<file path="config.mk">
export PLATFORM = sky130hd
export DESIGN_NAME = i2c_slave
export DESIGN_NICKNAME = d
export VERILOG_FILES = /design/src/rtl/i2c_slave.sv
export SDC_FILE = /design/constraint.sdc
export NUM_CORES = 1
export LEC_CHECK = 0
export CAP_MARGIN = 0
export CORE_ASPECT_RATIO = 0.6
export CORE_MARGIN = 2
export CORE_UTILIZATION = 59
export CTS_CLUSTER_DIAMETER = 200
export DETAILED_ROUTE_END_ITERATION = 10
export GPL_TIMING_DRIVEN = 1
export PLACE_DENSITY = 0.85
export SYNTH_ARGS = -nofsm -noshare
export SYNTH_HDL_FRONTEND = slang
export SYNTH_SLANG_ARGS = --single-unit
</file>
<file path="constraint.sdc">
create_clock -name clk_i -period 4.2 [get_ports clk_i]
set_input_delay 1.26 -clock clk_i [delete_from_list [all_inputs] [get_ports clk_i]]
set_output_delay 1.26 -clock clk_i [all_outputs]
set_load 0.01 [all_outputs]
</file>
<file path="src/rtl/i2c_slave.sv">
// ============================================================================
// i2c_slave : oversampled byte-oriented I2C target, fixed 7-bit address
// Rev 1.0   : initial release
// ============================================================================
`timescale 1ns/1ps
`default_nettype none

module i2c_slave #(
    parameter logic [6:0] SLV_ADDR = 7'h50
) (
    input  logic       clk_i,
    input  logic       rst_ni,
    input  logic       scl_i,
    input  logic       sda_i,
    output logic       sda_oe_o,
    output logic [7:0] rx_data_o,
    output logic       rx_valid_o,
    output logic       tx_req_o,
    input  logic [7:0] tx_data_i,
    output logic       busy_o,
    output logic       start_o,
    output logic       stop_o
);

    typedef enum logic [2:0] {
        ST_IDLE     = 3'd0,
        ST_ADDR     = 3'd1,
        ST_ADDR_ACK = 3'd2,
        ST_WR       = 3'd3,
        ST_WR_ACK   = 3'd4,
        ST_RD       = 3'd5,
        ST_RD_ACK   = 3'd6
    } state_e;

    logic [1:0] scl_sync_q, sda_sync_q;
    logic       scl_hist_q, sda_hist_q;
    logic       scl_s, sda_s;
    logic       scl_rise, scl_fall, start_det, stop_det;

    state_e     state_q, state_d;
    logic [2:0] bitcnt_q, bitcnt_d;
    logic [7:0] shreg_q, shreg_d;
    logic       rw_q, rw_d;
    logic       ph_q, ph_d;
    logic       busy_q, busy_d;
    logic       oe_q, oe_d;
    logic [7:0] rx_data_q, rx_data_d;
    logic       rx_valid_q, rx_valid_d;
    logic       tx_req_q, tx_req_d;
    logic       start_q, start_d;
    logic       stop_q, stop_d;

    // Synchronisers reset to the idle (high) bus level so reset release is not seen as an edge.
    always_ff @(posedge clk_i or negedge rst_ni) begin
        if (!rst_ni) begin
            scl_sync_q <= 2'b11;
            sda_sync_q <= 2'b11;
            scl_hist_q <= 1'b1;
            sda_hist_q <= 1'b1;
        end else begin
            scl_sync_q <= {scl_sync_q[0], scl_i};
            sda_sync_q <= {sda_sync_q[0], sda_i};
            scl_hist_q <= scl_sync_q[1];
            sda_hist_q <= sda_sync_q[1];
        end
    end

    assign scl_s     = scl_sync_q[1];
    assign sda_s     = sda_sync_q[1];
    assign scl_rise  =  scl_s & ~scl_hist_q;
    assign scl_fall  = ~scl_s &  scl_hist_q;
    assign start_det =  scl_s &  scl_hist_q &  sda_hist_q & ~sda_s;
    assign stop_det  =  scl_s &  scl_hist_q & ~sda_hist_q &  sda_s;

    always_ff @(posedge clk_i or negedge rst_ni) begin
        if (!rst_ni) begin
            state_q    <= ST_IDLE;
            bitcnt_q   <= 3'd7;
            shreg_q    <= 8'h00;
            rw_q       <= 1'b0;
            ph_q       <= 1'b0;
            busy_q     <= 1'b0;
            oe_q       <= 1'b0;
            rx_data_q  <= 8'h00;
            rx_valid_q <= 1'b0;
            tx_req_q   <= 1'b0;
            start_q    <= 1'b0;
            stop_q     <= 1'b0;
        end else begin
            state_q    <= state_d;
            bitcnt_q   <= bitcnt_d;
            shreg_q    <= shreg_d;
            rw_q       <= rw_d;
            ph_q       <= ph_d;
            busy_q     <= busy_d;
            oe_q       <= oe_d;
            rx_data_q  <= rx_data_d;
            rx_valid_q <= rx_valid_d;
            tx_req_q   <= tx_req_d;
            start_q    <= start_d;
            stop_q     <= stop_d;
        end
    end

    // ph_q marks the second half of a byte slot: in the ACK states it is set by the
    // ninth SCL rise, in RD by the rise that shifted out bit 0.
    always_comb begin
        state_d    = state_q;
        bitcnt_d   = bitcnt_q;
        shreg_d    = shreg_q;
        rw_d       = rw_q;
        ph_d       = ph_q;
        busy_d     = busy_q;
        oe_d       = oe_q;
        rx_data_d  = rx_data_q;
        rx_valid_d = 1'b0;
        tx_req_d   = 1'b0;
        start_d    = 1'b0;
        stop_d     = 1'b0;

        if (stop_det) begin
            state_d = ST_IDLE;
            oe_d    = 1'b0;
            busy_d  = 1'b0;
            stop_d  = 1'b1;
        end else if (start_det) begin
            state_d  = ST_ADDR;
            oe_d     = 1'b0;
            busy_d   = 1'b0;
            start_d  = 1'b1;
            bitcnt_d = 3'd7;
            ph_d     = 1'b0;
        end else begin
            case (state_q)
                ST_IDLE: ;

                ST_ADDR: begin
                    if (scl_rise) begin
                        shreg_d = {shreg_q[6:0], sda_s};
                        if (bitcnt_q == 3'd0) begin
                            bitcnt_d = 3'd7;
                            if (shreg_q[6:0] == SLV_ADDR) begin
                                busy_d  = 1'b1;
                                rw_d    = sda_s;
                                ph_d    = 1'b0;
                                state_d = ST_ADDR_ACK;
                            end else begin
                                oe_d    = 1'b0;
                                state_d = ST_IDLE;
                            end
                        end else begin
                            bitcnt_d = bitcnt_q - 3'd1;
                        end
                    end
                end

                ST_ADDR_ACK, ST_WR_ACK: begin
                    if (scl_rise) begin
                        ph_d = 1'b1;
                        if (state_q == ST_ADDR_ACK && rw_q) begin
                            tx_req_d = 1'b1;
                        end
                    end else if (scl_fall) begin
                        if (!ph_q) begin
                            oe_d = 1'b1;
                        end else if (state_q == ST_ADDR_ACK && rw_q) begin
                            state_d  = ST_RD;
                            shreg_d  = tx_data_i;
                            oe_d     = ~tx_data_i[7];
                            bitcnt_d = 3'd7;
                            ph_d     = 1'b0;
                        end else begin
                            state_d  = ST_WR;
                            oe_d     = 1'b0;
                            bitcnt_d = 3'd7;
                        end
                    end
                end

                ST_WR: begin
                    if (scl_rise) begin
                        shreg_d = {shreg_q[6:0], sda_s};
                        if (bitcnt_q == 3'd0) begin
                            rx_data_d  = {shreg_q[6:0], sda_s};
                            rx_valid_d = 1'b1;
                            bitcnt_d   = 3'd7;
                            ph_d       = 1'b0;
                            state_d    = ST_WR_ACK;
                        end else begin
                            bitcnt_d = bitcnt_q - 3'd1;
                        end
                    end
                end

                ST_RD: begin
                    if (scl_rise) begin
                        shreg_d = {shreg_q[6:0], 1'b0};
                        if (bitcnt_q == 3'd0) begin
                            ph_d     = 1'b1;
                            bitcnt_d = 3'd7;
                        end else begin
                            bitcnt_d = bitcnt_q - 3'd1;
                        end
                    end else if (scl_fall) begin
                        if (ph_q) begin
                            state_d = ST_RD_ACK;
                            oe_d    = 1'b0;
                            ph_d    = 1'b0;
                        end else begin
                            oe_d = ~shreg_q[7];
                        end
                    end
                end

                ST_RD_ACK: begin
                    if (scl_rise) begin
                        if (!sda_s) begin
                            ph_d     = 1'b1;
                            tx_req_d = 1'b1;
                        end else begin
                            state_d = ST_IDLE;
                            oe_d    = 1'b0;
                        end
                    end else if (scl_fall && ph_q) begin
                        state_d  = ST_RD;
                        shreg_d  = tx_data_i;
                        oe_d     = ~tx_data_i[7];
                        bitcnt_d = 3'd7;
                        ph_d     = 1'b0;
                    end
                end

                default: state_d = ST_IDLE;
            endcase
        end
    end

    assign sda_oe_o   = oe_q;
    assign rx_data_o  = rx_data_q;
    assign rx_valid_o = rx_valid_q;
    assign tx_req_o   = tx_req_q;
    assign busy_o     = busy_q;
    assign start_o    = start_q;
    assign stop_o     = stop_q;

endmodule

`default_nettype wire
</file>
==> impl_results.md <==
- Total global-route track usage: 28.6%
- Core area: 3280 µm²
- Maximum root-to-sink buffer count: 2
- DRC errors left: 0
- Iter 0 DRT Violations: 185
- Worst reg2reg endpoint: shreg_q[5]
- Total number of cells along the worst setup path: 6
- Share of async-settable or async-resettable flops after synthesis: 100%
- Maximum clock skew at final layout: 11.0 ps
- Average routed wire per standard cell: 19.6 µm
- Unrepaired setup endpoints after global routing: false
- Path depth of the worst reg2reg path: 6
- Area Growth Syn to Fin: 18.0%
- CTS clk-pin slew, worst paths: 80 ps
- Fin crit share: 61.4%
- Number of core rows: 16
- Prevailing post-synth register cell: sky130_fd_sc_hd__dfrtp_1
- Setup tns final: 0 ps
- Highest-delay cell along the critical path: sky130_fd_sc_hd__a221oi_4
- Via/cell ratio: 6.41
- Max-slew violation count: 0
- Area of the die: 3990 µm²
- Highest clock frequency the design can meet: 388 MHz
- Clock period minus final worst setup slack: 2580 ps
- Register-to-register path setup slack: 1620 ps
- Count of buffers added by post-CTS timing repair for setup: 0
- # hold bufs at CTS: 0
- Kind of cell adding the most delay to the critical path: compound AO/OA/AOI/OAI gates
- Max stage delay on crit path: 590 ps
- Skew-Pair Late Insertion Delay: 300 ps
- Leading cell types in the layout, fill and taps excluded: sky130_fd_sc_hd__dfrtp_1, sky130_fd_sc_hd__mux2_2, sky130_fd_sc_hd__clkdlybuf4s50_1
- Placer Congestion: 1.00
- Final-report hold violation count: 0
- Setup Viol. Count Final: 0
- Count of cells resized by post-cts repair: 0
- Antenna violations before repair: 0
- Average cell area after synthesis: 10.6 µm²
- Number of max-cap violations: 0
- Worst path buffer plus inverter count: 1
- Initial core utilization: 62.6%
- Horiz. Die Dim: 80.2 µm
- Pin slew with the least headroom to its limit: 788 ps
- Clock root buffer: sky130_fd_sc_hd__clkbuf_8
- Post-synthesis instance area: 2050 µm²
- Via count of the first global-routing pass: 1624
- Status: finished clean
- Total number of yosys warnings: 0
- Worst vdd rail ir drop: 0.242 mV
- Post-Syn Instances: 193
- CP Class: reg2reg
- Cells traversed along the worst timing path: inv_1 > ha_1 > and2b_1 > nand3_1 > a221oi_4 > mux2_2
- Crit path capture: shreg_q[5]
- Static power due to leakage: 1.02 nW
- Leading cell type in the layout, fill and taps excluded: sky130_fd_sc_hd__dfrtp_1
- # clock sinks: 36
- Final WL: 5160 µm
- Critical Path Sink Type: flip-flop
- Number of enable-type register cells in the synthesized netlist: 0
- Number of optimization iterations in the first detailed-route pass: 5
- Worst endpoint data arrival time: 2750 ps
- HPWL reported at the end of detailed placement: 3600 µm
- TritonCTS clock tree: built
- Post-synthesis sequential area ratio: 44.4%
- Total congestion overflow after global routing: 0
- Class of the tightest hold or removal check: reg2reg
- Largest net degree at the start of global routing: 36
- Total number of nets in the final design: 234
- Vias: 1687
- Critical register-to-register path startpoint: scl_hist_q
- Total inserted antenna cells: 0
- Die Height: 49.7 µm
- Post-route antenna net violation count: 0
- Clock buffer count from CTS: 5
- Launching element of the worst setup path: scl_hist_q
- Crit path required time: 4370 ps
- Number of I/O port buffers: 25
- Power per Cell Area: 311 nW/µm²
- Count of boundary I/O pins: 26
- Wire length of the first global-routing pass: 8470 µm
- Number of unique standard cell types used by synthesis: 48
- Share of the core filled with cells: 73.8%
- H-tree depth reported by CTS: 2
- Max_slew headroom: 47.4%
- Kind of start point of the critical path: flip-flop
- Highest fanout seen on the critical path: 15
- Proportion of layout cells with a drive suffix above 1: 23.4%
- Total nets after synthesis: 210
- #FFs+latches synth: 36
[Yosys cell counts (2+ instances only)]
cell | number | area share (%)
sky130_fd_sc_hd__a2111oi_0 | 2 | 0.85
sky130_fd_sc_hd__a21bo_2 | 2 | 0.97
sky130_fd_sc_hd__a21oi_1 | 7 | 1.7
sky130_fd_sc_hd__a31oi_1 | 4 | 1.2
sky130_fd_sc_hd__and2_1 | 3 | 0.91
sky130_fd_sc_hd__buf_2 | 5 | 1.2
sky130_fd_sc_hd__dfrtp_1 | 27 | 33
sky130_fd_sc_hd__dfstp_2 | 9 | 12
sky130_fd_sc_hd__ha_1 | 5 | 3.0
sky130_fd_sc_hd__inv_1 | 12 | 2.2
sky130_fd_sc_hd__mux2_2 | 26 | 14
sky130_fd_sc_hd__nand2_1 | 12 | 2.2
sky130_fd_sc_hd__nand2b_1 | 6 | 1.8
sky130_fd_sc_hd__nand3_1 | 3 | 0.73
sky130_fd_sc_hd__nand3b_1 | 3 | 1.1
sky130_fd_sc_hd__nand4_1 | 2 | 0.61
sky130_fd_sc_hd__nor2_1 | 11 | 2.0
sky130_fd_sc_hd__nor2b_1 | 4 | 1.2
sky130_fd_sc_hd__nor3_1 | 2 | 0.49
sky130_fd_sc_hd__nor4_1 | 2 | 0.61
sky130_fd_sc_hd__nor4b_1 | 2 | 0.85
sky130_fd_sc_hd__o211ai_1 | 4 | 1.5
sky130_fd_sc_hd__o21a_1 | 2 | 0.73
sky130_fd_sc_hd__o21ai_0 | 7 | 1.7
sky130_fd_sc_hd__o22ai_1 | 4 | 1.2
sky130_fd_sc_hd__o31ai_1 | 3 | 1.1
sky130_fd_sc_hd__o32ai_1 | 2 | 0.85
sky130_fd_sc_hd__or4_1 | 2 | 0.73
[how the worst min path moves through the flow]
stage,start,endpoint,slack [ps],cells past startpoint
after floorplan,scl_sync_q[0],scl_sync_q[1],350,0
after global placement,scl_sync_q[0],scl_sync_q[1],350,0
after detailed placement,scl_sync_q[0],scl_sync_q[1],350,0
after CTS,scl_sync_q[0],scl_sync_q[1],360,0
after global routing,sda_sync_q[0],sda_sync_q[1],370,0
final,scl_sync_q[0],scl_sync_q[1],360,0
[registers in the layout, indices dropped and copies added, names as in the netlist]
| signal | count |
|---|---|
| rx_data_o | 8 |
| shreg_q | 8 |
| bitcnt_q | 3 |
| state_q | 3 |
| scl_sync_q | 2 |
| sda_sync_q | 2 |
| busy_o | 1 |
| ph_q | 1 |
| rw_q | 1 |
| rx_valid_o | 1 |
| scl_hist_q | 1 |
| sda_hist_q | 1 |
| sda_oe_o | 1 |
| start_o | 1 |
| stop_o | 1 |
| tx_req_o | 1 |
[area by class of cell]
cell class | instances | area [µm²]
Tap cell | 45 | 56.3
Sequential cell | 36 | 912
Timing Repair Buffer | 26 | 258
Inverter | 12 | 45.0
Clock buffer | 6 | 72.6
Multi-Input combinational cell | 136 | 1040
Fill cell | 236 | 860
Clock inverter | 2 | 35.0
[metal layers]
| metal | global-route usage (%) | wire, µm | up-vias |
|---|---|---|---|
| li1 | - | - | 758 |
| met1 | 42.6 | 2350 | 828 |
| met2 | 40.8 | 2320 | 91 |
| met3 | 8.24 | 438 | 10 |
| met4 | 7.63 | 54 | 0 |
| met5 | 0 | 0 | - |
[metrics by stage]
step                      total power, mW  hold WS, ps  area [µm²]  instances  setup slack [ps]
after floorplan                     0.424          345        2050        193              2040
after global placement              0.451          345        2320        255              1560
after detailed placement            0.455          349        2320        255              1490
after CTS                           0.757          360        2420        263              1640
after global routing                0.782          369        2420        263              1500
final                               0.755          358        2420        263              1620
[power breakdown]
group | switching [mW] | internal, mW | leakage, nW | total [mW]
clock network | 0.128 | 0.176 | 0.0552 | 0.304
logic | 0.0388 | 0.0352 | 0.498 | 0.0740
registers | 0.0145 | 0.362 | 0.471 | 0.377
total | 0.181 | 0.573 | 1.02 | 0.755
[logic make-up (layout without fill, tap and decap cells)]
kind of cell	count (synthesis)	after routing	synth area share (%)
buffers and inverters	21	46	4.75
AOI/OAI and AO/OA	47	47	17.3
xor gates and xnor gates	1	1	0.426
adders and majority gates	5	5	3.05
DFF	36	36	44.4
and+or+nand+nor	56	56	15.3
muxes	27	27	14.7
Power figures use the tool's default switching activity.
